### src/rtl/fifo_wconv_pkg.sv
// Shared width helpers for the width-converting FIFO.
package fifo_wconv_pkg;

   function automatic int unsigned clog2(input int unsigned v);
      int unsigned r;
      r = 0;
      for (int unsigned i = 0; i < 32; i++) begin
         if ((64'd1 << i) < 64'(v)) r = i + 1;
      end
      return r;
   endfunction

   // Write pointer counts words with one wrap bit.
   function automatic int unsigned wptr_w(input int unsigned depth);
      return clog2(depth) + 1;
   endfunction

   // Read pointer and level count read units with one wrap bit.
   function automatic int unsigned rptr_w(input int unsigned depth, input int unsigned ratio);
      return clog2(depth * ratio) + 1;
   endfunction

   localparam int unsigned DEF_RD_W   = 8;
   localparam int unsigned DEF_RATIO  = 4;
   localparam int unsigned DEF_DEPTH  = 4;
   localparam int unsigned DEF_WPTR_W = wptr_w(DEF_DEPTH);
   localparam int unsigned DEF_LVL_W  = rptr_w(DEF_DEPTH, DEF_RATIO);

endpackage

### src/rtl/fifo_wconv_lanesel.sv
// Picks one read unit out of a stored word, in either lane order.
module fifo_wconv_lanesel
   import fifo_wconv_pkg::*;
#(
   parameter int unsigned RD_W      = 8,
   parameter int unsigned RATIO     = 4,
   parameter int unsigned MSB_FIRST = 0
) (
   input  logic [RD_W*RATIO-1:0]    word,
   input  logic [clog2(RATIO)-1:0]  lane,
   output logic [RD_W-1:0]          unit
);

   localparam int unsigned LANE_W = clog2(RATIO);

   logic [LANE_W-1:0] sel;

   always_comb begin
      sel  = (MSB_FIRST != 0) ? LANE_W'(RATIO - 1) - lane : lane;
      unit = '0;
      for (int unsigned i = 0; i < RATIO; i++) begin
         if (sel == LANE_W'(i)) unit = word[i*RD_W +: RD_W];
      end
   end

endmodule

### src/rtl/fifo_wconv.sv
// Wide-in / narrow-out FIFO: whole words written, single lanes read, FWFT.
module fifo_wconv
   import fifo_wconv_pkg::*;
#(
   parameter int unsigned RD_W      = 8,
   parameter int unsigned RATIO     = 4,
   parameter int unsigned DEPTH     = 4,
   parameter int unsigned MSB_FIRST = 0,
   parameter int unsigned AFULL_TH  = DEPTH - 1
) (
   input  logic                             sclk,
   input  logic                             rst,
   input  logic                             clr_i,
   input  logic [RD_W*RATIO-1:0]            wdata_i,
   input  logic                             wr_i,
   output logic [RD_W-1:0]                  rdata_o,
   input  logic                             rd_i,
   output logic                             empty_o,
   output logic                             full_o,
   output logic                             afull_o,
   output logic [rptr_w(DEPTH, RATIO)-1:0]  level_o,
   output logic                             ovf_o,
   output logic                             udf_o
);

   localparam int unsigned WW     = RD_W * RATIO;
   localparam int unsigned WP_W   = wptr_w(DEPTH);
   localparam int unsigned RP_W   = rptr_w(DEPTH, RATIO);
   localparam int unsigned LANE_W = clog2(RATIO);
   localparam int unsigned ADDR_W = WP_W - 1;

   logic [WP_W-1:0]   wptr;
   logic [RP_W-1:0]   rptr;
   logic [WW-1:0]     mem [DEPTH];
   logic [RP_W-1:0]   wscaled;
   logic [RD_W-1:0]   lane_data;
   logic              wr_en;
   logic              rd_en;
   logic              flush;

   // Word pointer scaled to read units; level follows from pointer difference.
   assign wscaled = RP_W'({wptr, {LANE_W{1'b0}}});
   assign level_o = wscaled - rptr;
   assign empty_o = (level_o == '0);
   assign full_o  = (level_o > RP_W'((DEPTH - 1) * RATIO));
   assign afull_o = (level_o >= RP_W'(AFULL_TH * RATIO));

   assign wr_en = wr_i && !full_o;
   assign rd_en = rd_i && !empty_o;
   assign flush = rst || clr_i;

   always_ff @(posedge sclk) begin
      if (flush) begin
         wptr  <= '0;
         rptr  <= '0;
         ovf_o <= 1'b0;
         udf_o <= 1'b0;
      end else begin
         if (wr_en) wptr <= wptr + WP_W'(1);
         if (rd_en) rptr <= rptr + RP_W'(1);
         if (wr_i && full_o) ovf_o <= 1'b1;
         if (rd_i && empty_o) udf_o <= 1'b1;
      end
   end

   // Storage is deliberately not reset.
   always_ff @(posedge sclk) begin
      if (wr_en && !flush) mem[wptr[ADDR_W-1:0]] <= wdata_i;
   end

   fifo_wconv_lanesel #(
      .RD_W      (RD_W),
      .RATIO     (RATIO),
      .MSB_FIRST (MSB_FIRST)
   ) u_lanesel (
      .word (mem[rptr[RP_W-2:LANE_W]]),
      .lane (rptr[LANE_W-1:0]),
      .unit (lane_data)
   );

   assign rdata_o = empty_o ? '0 : lane_data;

endmodule

### config.mk
export PLATFORM = sky130hd
export DESIGN_NAME = fifo_wconv
export DESIGN_NICKNAME = d
export VERILOG_FILES = /design/src/rtl/fifo_wconv_pkg.sv /design/src/rtl/fifo_wconv_lanesel.sv /design/src/rtl/fifo_wconv.sv
export SDC_FILE = /design/constraint.sdc
export NUM_CORES = 1
export LEC_CHECK = 0
export ABC_AREA = 1
export CORE_MARGIN = 3
export CORE_UTILIZATION = 56
export CTS_BUF_LIST = sky130_fd_sc_hd__clkbuf_8
export CTS_CLUSTER_DIAMETER = 40
export DETAILED_ROUTE_END_ITERATION = 6
export GPL_TIMING_DRIVEN = 0
export PLACE_DENSITY = 0.78
export SYNTH_ARGS = -nofsm -noshare
export SYNTH_HDL_FRONTEND = slang
export SYNTH_HIERARCHICAL = 1
export SYNTH_SLANG_ARGS = --single-unit
### constraint.sdc
create_clock -name sclk -period 3.65 [get_ports sclk]
set_input_delay 0.9125 -clock sclk [delete_from_list [all_inputs] [get_ports sclk]]
set_output_delay 0.9125 -clock sclk [all_outputs]
set_load 0.03 [all_outputs]
==> results by group, run 1 <==
Run status
  – Outcome: finished, final reports clean

Run
  – Total of max-cap violations: 0

STA
  – Fmax: 0.285 GHz
  – Minimum clock period after layout: approximately 3.5 ns
  – Worst slew margin: around 60%
  – Unrepaired setup endpoints after global routing: yes
  – Final hold vios: 0
  – Final Cycle Share: just under 100%
  – Slew Viols, Final: 0
  – Worst-margin pin slew: a little under 0.6 ns
  – Setup TNS: 0 ns
  – Hold Slack: 0.448 ns
  – Finish-stage setup viols: 0
  – Clock Skew: ~0.0065 ns

Critical path
  – Worst setup EP type: output pin
  – Critical path launch point type: register
  – CP peak stage delay: roughly 0.43 ns
  – Crit path required time: 2.74 ns
  – Crit path arrival time: 2.60 ns
  – Crit Path Class: reg -> out
  – CP max FO: 10
  – Critical path, cell by cell: inv_1, clkbuf_1, o21ai_0, o22ai_1, nand3_1, nand4_1, inv_1, nor2_1, dlygate4sd2_1
  – Most common cell on crit path: inv_1
  – Slowest-stage cell, CP: dlygate4sd2_1

Detailed routing
  – Final WL: approximately 13 mm
  – DRT antenna net count: 0
  – Detailed-router iteration count before antenna repair: 5
  – Vias: ~4,100
  – DRC violations left: 0
  – Wire per inst: between 15 and 20 um
  – DR iter-0 viols: between 300 and 400
  – Vias per Instance: 5.83

Power and ir drop
  – Max rail drop VDD: about 0.3 mV
  – Power per cell area: roughly 470 nW/um2
  – Pwr Total: approximately 3.3 mW
  – P_leak: approximately 2.5 nW

Place
  – Placed cell count: between 600 and 700
  – GP Congestion: a little over 0.8
  – Hpwl dp: roughly 9 mm
  – IO buf count: 54

Die
  – Die H: 108 um
  – Total core area: between 9000 and 10,000 um2
  – Die Area: between 10,000 and 15,000 um2
  – Die span in x: 108 um
  – Row cnt: 36
  – Initial core utilization: 58.8%
  – Number of I/O pins: 55

Clocking
  – Post-CTS Setup Inserts: 0
  – CTS tree: yes
  – Longest Clk Path Bufs: 2
  – CTS root buf: clkbuf_8
  – Sink Count: 140
  – Clk_lat worst skew: 0.43 ns
  – Clk slew on worst S/H paths: approximately 0.07 ns
  – Total CTS buffers: 17
  – Htree depth: 4

Synthesis
  – Gate Count Post-Synth: slightly below 500
  – Top post-synthesis cells by area: edfxtp_1 (66%), o21ai_0 (5.5%), nor2_1 (5.4%), dfxtp_1 (4.1%), o22ai_1 (3.4%)
  – Ys async rst share: 0%
  – Mapped Area: 5860 um2
  – Synth top area share: 65.6%
  – Post-Syn Nets: between 500 and 600
  – Sequential area share after synthesis: between 60% and 70%
  – Yosys reg bits: 140
  – Top cells by count, synth: edfxtp_1 (128), nor2_1 (84), o21ai_0 (64)
  – Most frequent cell after synthesis: edfxtp_1
  – Post-synth top area cell: edfxtp_1
  – Distinct cell type count after synthesis: 27
  – Synth Area per Inst: between 10 and 15 um2
  – Post-synth EDFFs: around 130
  – Yosys warning count: 6
  – Top_reg_cell synth: edfxtp_1

Cells and area
  – Layout cell share with drive strength beyond 1: 12.6%
  – # diodes: 0
  – Nets: 614
  – Number of fill cells: around 720
  – Fin cells: 712
  – Final Util: 70.6%
  – Area delta synth->final: 20.0%

Global routing
  – First-pass GRT wire length: roughly 21 mm
  – Number of global-route vias before repair: between 4,000 and 5,000
  – Tot GR Track Use: between 20% and 30%
  – Largest net degree at the start of global routing: 23
  – GR Overflow Total: 0
  – Initial antenna violation count: 0

Worst hold path
  – Worst Hold Class: reg -> reg
==> cells by family (layout without fill, tap and decap cells) <==
logic type / after synthesis / after routing / share of synthesized area (%)
and+or+nand+nor: 176 / 176 / 13.6
adders and majority gates: 9 / 9 / 1.92
DFF: 140 / 140 / 69.7
xor gates and xnor gates: 5 / 5 / 0.876
buffers and inverters: 55 / 144 / 4.12
AOI/OAI and AO/OA: 105 / 105 / 9.78
==> what timing repair did <==
item                                   CTS  global route
setup endpoints to repair                9             7
gates cloned                             0             1
gates resized for setup                 22             3
hold buffers                             0             0
endpoints found under the hold margin    0             0
==> report_power, final <==
part | leakage (nW) | total, mW | internal (mW) | switching [mW]
Combinational | 1.08 | 0.464 | 0.164 | 0.299
Clock | 0.169 | 1.04 | 0.509 | 0.530
Sequential | 1.25 | 1.78 | 1.77 | 0.0116
==> layout make-up <==
cell class,instances,area [um2],area share (%)
plain buffers,24,141,2.01
repair inverters,1,5.00,0.0712
clock inverters,13,87.6,1.25
inverters,31,120,1.71
clock buffers,17,234,3.33
well taps,133,166,2.37
repair buffers,58,627,8.92
flip-flops and latches,140,4090,58.1
multi-input cells,295,1560,22.2
==> metrics by stage <==
stage	instance area [um2]	setup WS [ns]
2_1_floorplan	5860	0.341
3_3_place_gp	6570	-0.979
3_5_place_dp	6690	0.0931
4_1_cts	7020	0.104
5_1_grt	7030	-0.0317
6_report	7030	0.142
==> layer usage <==
layer  up-vias  track usage (%)  part of all wire, %
li1       1919                -                    -
met1      2007             33.0                   40
met2       188             38.6                   49
met3        35             5.37                  7.8
met4         0             10.7                  2.9
met5         -                0                    0
==> worst max-delay path, delay by kind of cell (launching register included) <==
kind            cells  cell delay (ns)
simple gates        3             0.40
buf+inv             4             1.04
compound gates      2             0.36
flops               1             0.36
==> registers in the layout, summed over array words and instances, names as in the netlist, named ones only <==
register and cells:
ovf_o 1, mem 128, udf_o 1, rptr 5
wptr 3
==> cell usage in the layout, fill, tap and decap left out, types with 5 or more instances in the layout <==
master / synthesis / final
a21oi_1: 7 / 7
inv_1: 27 / 29
nand2_2: 6 / 6
nor2_4: 2 / 6
dlygate4sd2_1: 0 / 9
o22ai_1: 32 / 32
nand3_1: 38 / 38
ha_1: 9 / 9
nand2_1: 31 / 31
nand4_1: 8 / 8
dfxtp_1: 12 / 11
clkbuf_8: 0 / 17
o21ai_0: 64 / 64
clkdlybuf4s50_1: 0 / 44
clkbuf_2: 0 / 10
nor2_1: 84 / 80
clkbuf_1: 15 / 5
edfxtp_1: 128 / 128
==> worst paths after layout <==
check,startpoint,to,slack (ns),cells after the start
max,register,rdata_o[6],0.14,9
min,ovf_o,ovf_o,0.45,2
min reg2reg,ovf_o,ovf_o,0.45,2
max reg2reg,rptr[2],mem[0][15],0.91,11
Power figures use the tool's default switching activity.
==> run 2: changes to the inputs <==
--- a/config.mk
+++ b/config.mk
@@ -6,7 +6,7 @@
 export NUM_CORES = 1
 export LEC_CHECK = 0
 export ABC_AREA = 1
-export CORE_MARGIN = 3
+export CORE_MARGIN = 4
 export CORE_UTILIZATION = 56
 export CTS_BUF_LIST = sky130_fd_sc_hd__clkbuf_8
 export CTS_CLUSTER_DIAMETER = 40
==> results by group, run 2 (synthesis gave the netlist of run 1 again) <==
Clocking
  – Clk_lat worst skew: 0.44 ns (about the same)
  – Clk slew on worst S/H paths: 0.07 ns (about the same)
  – Sink Count: 140 (unchanged)
  – CTS tree: yes
  – Total CTS buffers: 17 (unchanged)
  – CTS root buf: clkbuf_8
  – Longest Clk Path Bufs: 2 (unchanged)
  – Htree depth: 4 (unchanged)

Worst hold path
  – Hold_sp: ovf_o
  – Worst hold stages: 2 (unchanged)
  – Hold Path End: ovf_o
  – Worst Hold Class: reg -> reg

Critical path
  – Crit path arrival time: 2.54 ns (-0.06 ns)
  – CP peak stage delay: 0.38 ns (-0.05 ns)
  – CP max FO: 8 (-2)
  – CP Buf/Inv Count: 3 (-1)
  – RR Endpoint: mem[0][20]
  – Crit path max-delay family: simple AND/OR/NAND/NOR gates
  – Worst setup EP type: output pin
  – Critical path, cell by cell: inv_1, ha_2, nand3_1, nand2_1, nand2_1, nand2_2, nand2_2, nor2_4, buf_4, dlygate4sd2_1
  – Crit path required time: 2.74 ns (about the same)
  – Critical path launch point type: register
  – RR Startpoint: rptr[3]
  – Flop-to-flop setup slack: 0.91 ns (about the same)
  – R2R cell count: 11 (unchanged)
  – Slowest-stage cell, CP: dfxtp_1
  – Crit Path Class: reg -> out

Detailed routing
  – Wire per inst: 18.4 um (-2.1%)
  – DRC violations left: 0 (unchanged)
  – Vias: 4,135 (-0.34%)
  – Detailed-router iteration count before antenna repair: 6 (+1)
  – DR iter-0 viols: 367 (+17%)
  – Vias per Instance: 5.74 (-1.4%)
  – DRT antenna net count: 0 (unchanged)
  – Final WL: 13.3 mm (-0.97%)

Global routing
  – First-pass GRT wire length: 20.5 mm (-1.8%)
  – Largest net degree at the start of global routing: 26 (+13%)
  – Tot GR Track Use: 23.1% (-1.4 points)
  – Initial antenna violation count: 0 (unchanged)
  – Number of global-route vias before repair: 4,029 (-0.17%)
  – GR Overflow Total: 0 (unchanged)

Place
  – Placed Area: 6700 um2 (+0.17%)
  – IO buf count: 54 (unchanged)
  – Hpwl dp: 8.68 mm (-4.3%)
  – GP Congestion: 0.814 (-0.54%)

STA
  – Clock Skew: 0.00842 ns (+0.00190 ns)
  – Fmax: 0.290 GHz (+1.6%)
  – Slew Viols, Final: 0 (unchanged)
  – Worst slew margin: 56.9% (-3.5 points)
  – Final hold vios: 0 (unchanged)
  – Finish-stage setup viols: 0 (unchanged)
  – Final Cycle Share: 94.6% (-1.5 points)
  – Unrepaired setup endpoints after global routing: no
  – Worst-margin pin slew: 0.645 ns (+0.0528 ns)
  – Minimum clock period after layout: 3.45 ns (-0.0554 ns)

Run
  – Total of max-cap violations: 0 (unchanged)

Die
  – Row cnt: 37 (+2.8%)
  – Die Area: 12,200 um2 (+3.7%)
  – Total core area: 10,300 um2 (+3.2%)
  – Die span in x: 110 um (+1.8%)
  – Die H: 110 um (+1.8%)
  – Number of I/O pins: 55 (unchanged)
  – Initial core utilization: 57.0% (-1.8 points)

Power and ir drop
  – Int Power: 2.69 mW (+10%)
  – Comb power frac: 13.7% (-0.4 points)
  – P_leak: 2.59 nW (+3.7%)
  – Clock network power share: 36.5% (+4.9 points)
  – Max rail drop VDD: 0.296 mV (+1.1%)
  – Power per cell area: 500 nW/um2 (+6.8%)
  – P_sw: 0.885 mW (+5.3%)
  – Reg power frac: 49.9% (-4.4 points)
  – Net Sw Frac: 24.8% (-0.82 points)
  – Pwr Total: 3.58 mW (+8.8%)

Cells and area
  – Nets: 617 (+0.49%)
  – Final Instance Area: 7160 um2 (+1.8%)
  – Most frequent cells in the layout: edfxtp_1 (128), nor2_1 (80), o21ai_0 (64)
  – Largest register FFs: 128 (unchanged)
  – Area delta synth->final: 22.1%
  – Number of fill cells: 756 (+5.6%)
  – Layout cell share with drive strength beyond 1: 15.4% (+2.8 points)
  – # diodes: 0 (unchanged)
  – Most common cell after layout, fill and taps aside: edfxtp_1

Run status
  – Outcome: finished, final reports clean
-- run 2: power by group through the flow --
stage | Sequential, mW | Clock [mW] | Combinational, mW
finish | 1.78 | 1.30 | 0.488
global route | 1.78 | 1.39 | 0.524
CTS | 1.78 | 1.31 | 0.464
global placement | 1.82 | 0 | 0.463
detailed placement | 1.82 | 0 | 0.482
floorplan | 1.82 | 0 | 0.273
-- run 2: timing repair --
| action | in CTS | in global routing |
|---|---|---|
| cloned | 0 | 0 |
| setup endpoints to repair | 9 | 7 |
| hold buffers | 0 | 0 |
| setup buffers | 0 | 4 |
| pin swaps | 0 | 1 |
| resized for setup | 24 | 17 |
-- run 2: worst min-delay path, delay by kind of cell, from the launching register on --
kind                   cells  cell delay [ns]
flip-flops                 1             0.31
AO/OA/AOI/OAI              1             0.05
buffers and inverters      1             0.04
-- run 2: area by class of cell --
cell class              count  area [um2]  share of cell area (%)
plain buffers              24         146                    2.05
clock buffers              17         234                    3.27
clock inverters            15         183                    2.55
inverters                  31         118                    1.64
multi-input cells         295        1570                    21.9
flip-flops and latches    140        4090                    57.1
well taps                 136         170                    2.38
repair buffers             62         654                    9.14
-- run 2: metal layers --
| metal | wire, um | vias up | global-route usage, % |
|---|---|---|---|
| met5 | 0 | - | 0 |
| met4 | 164 | 0 | 7.92 |
| met3 | 863 | 16 | 5.53 |
| met2 | 6820 | 164 | 38.3 |
| met1 | 5430 | 2025 | 29.9 |
| li1 | - | 1930 | - |
-- run 2: metrics by stage --
stage / util, % / setup WS [ns] / instances / TNS [ns] / hold WS [ns]
6_report: 69.6 / 0.197 / 720 / 0 / 0.454
4_1_cts: 69.4 / -0.113 / 716 / -0.113 / 0.458
2_1_floorplan: - / 0.341 / 490 / 0 / 0.465
5_1_grt: 69.6 / 0.00748 / 720 / 0 / 0.478
3_5_place_dp: 65.2 / 0.115 / 684 / 0 / 0.446
3_3_place_gp: 63.9 / -1.01 / 680 / -117.27 / 0.437
-- run 2: worst max-delay path by stage --
stage	to	from	slack, ns	cells past startpoint
after floorplan	mem[0][0]	rptr[2]	0.34	8
after global placement	mem[3][20]	clr_i	-1.01	4
after detailed placement	rdata_o[0]	register	0.12	10
after CTS	rdata_o[5]	register	-0.11	8
after global routing	empty_o	rptr[3]	0.007	10
final	empty_o	rptr[3]	0.20	10
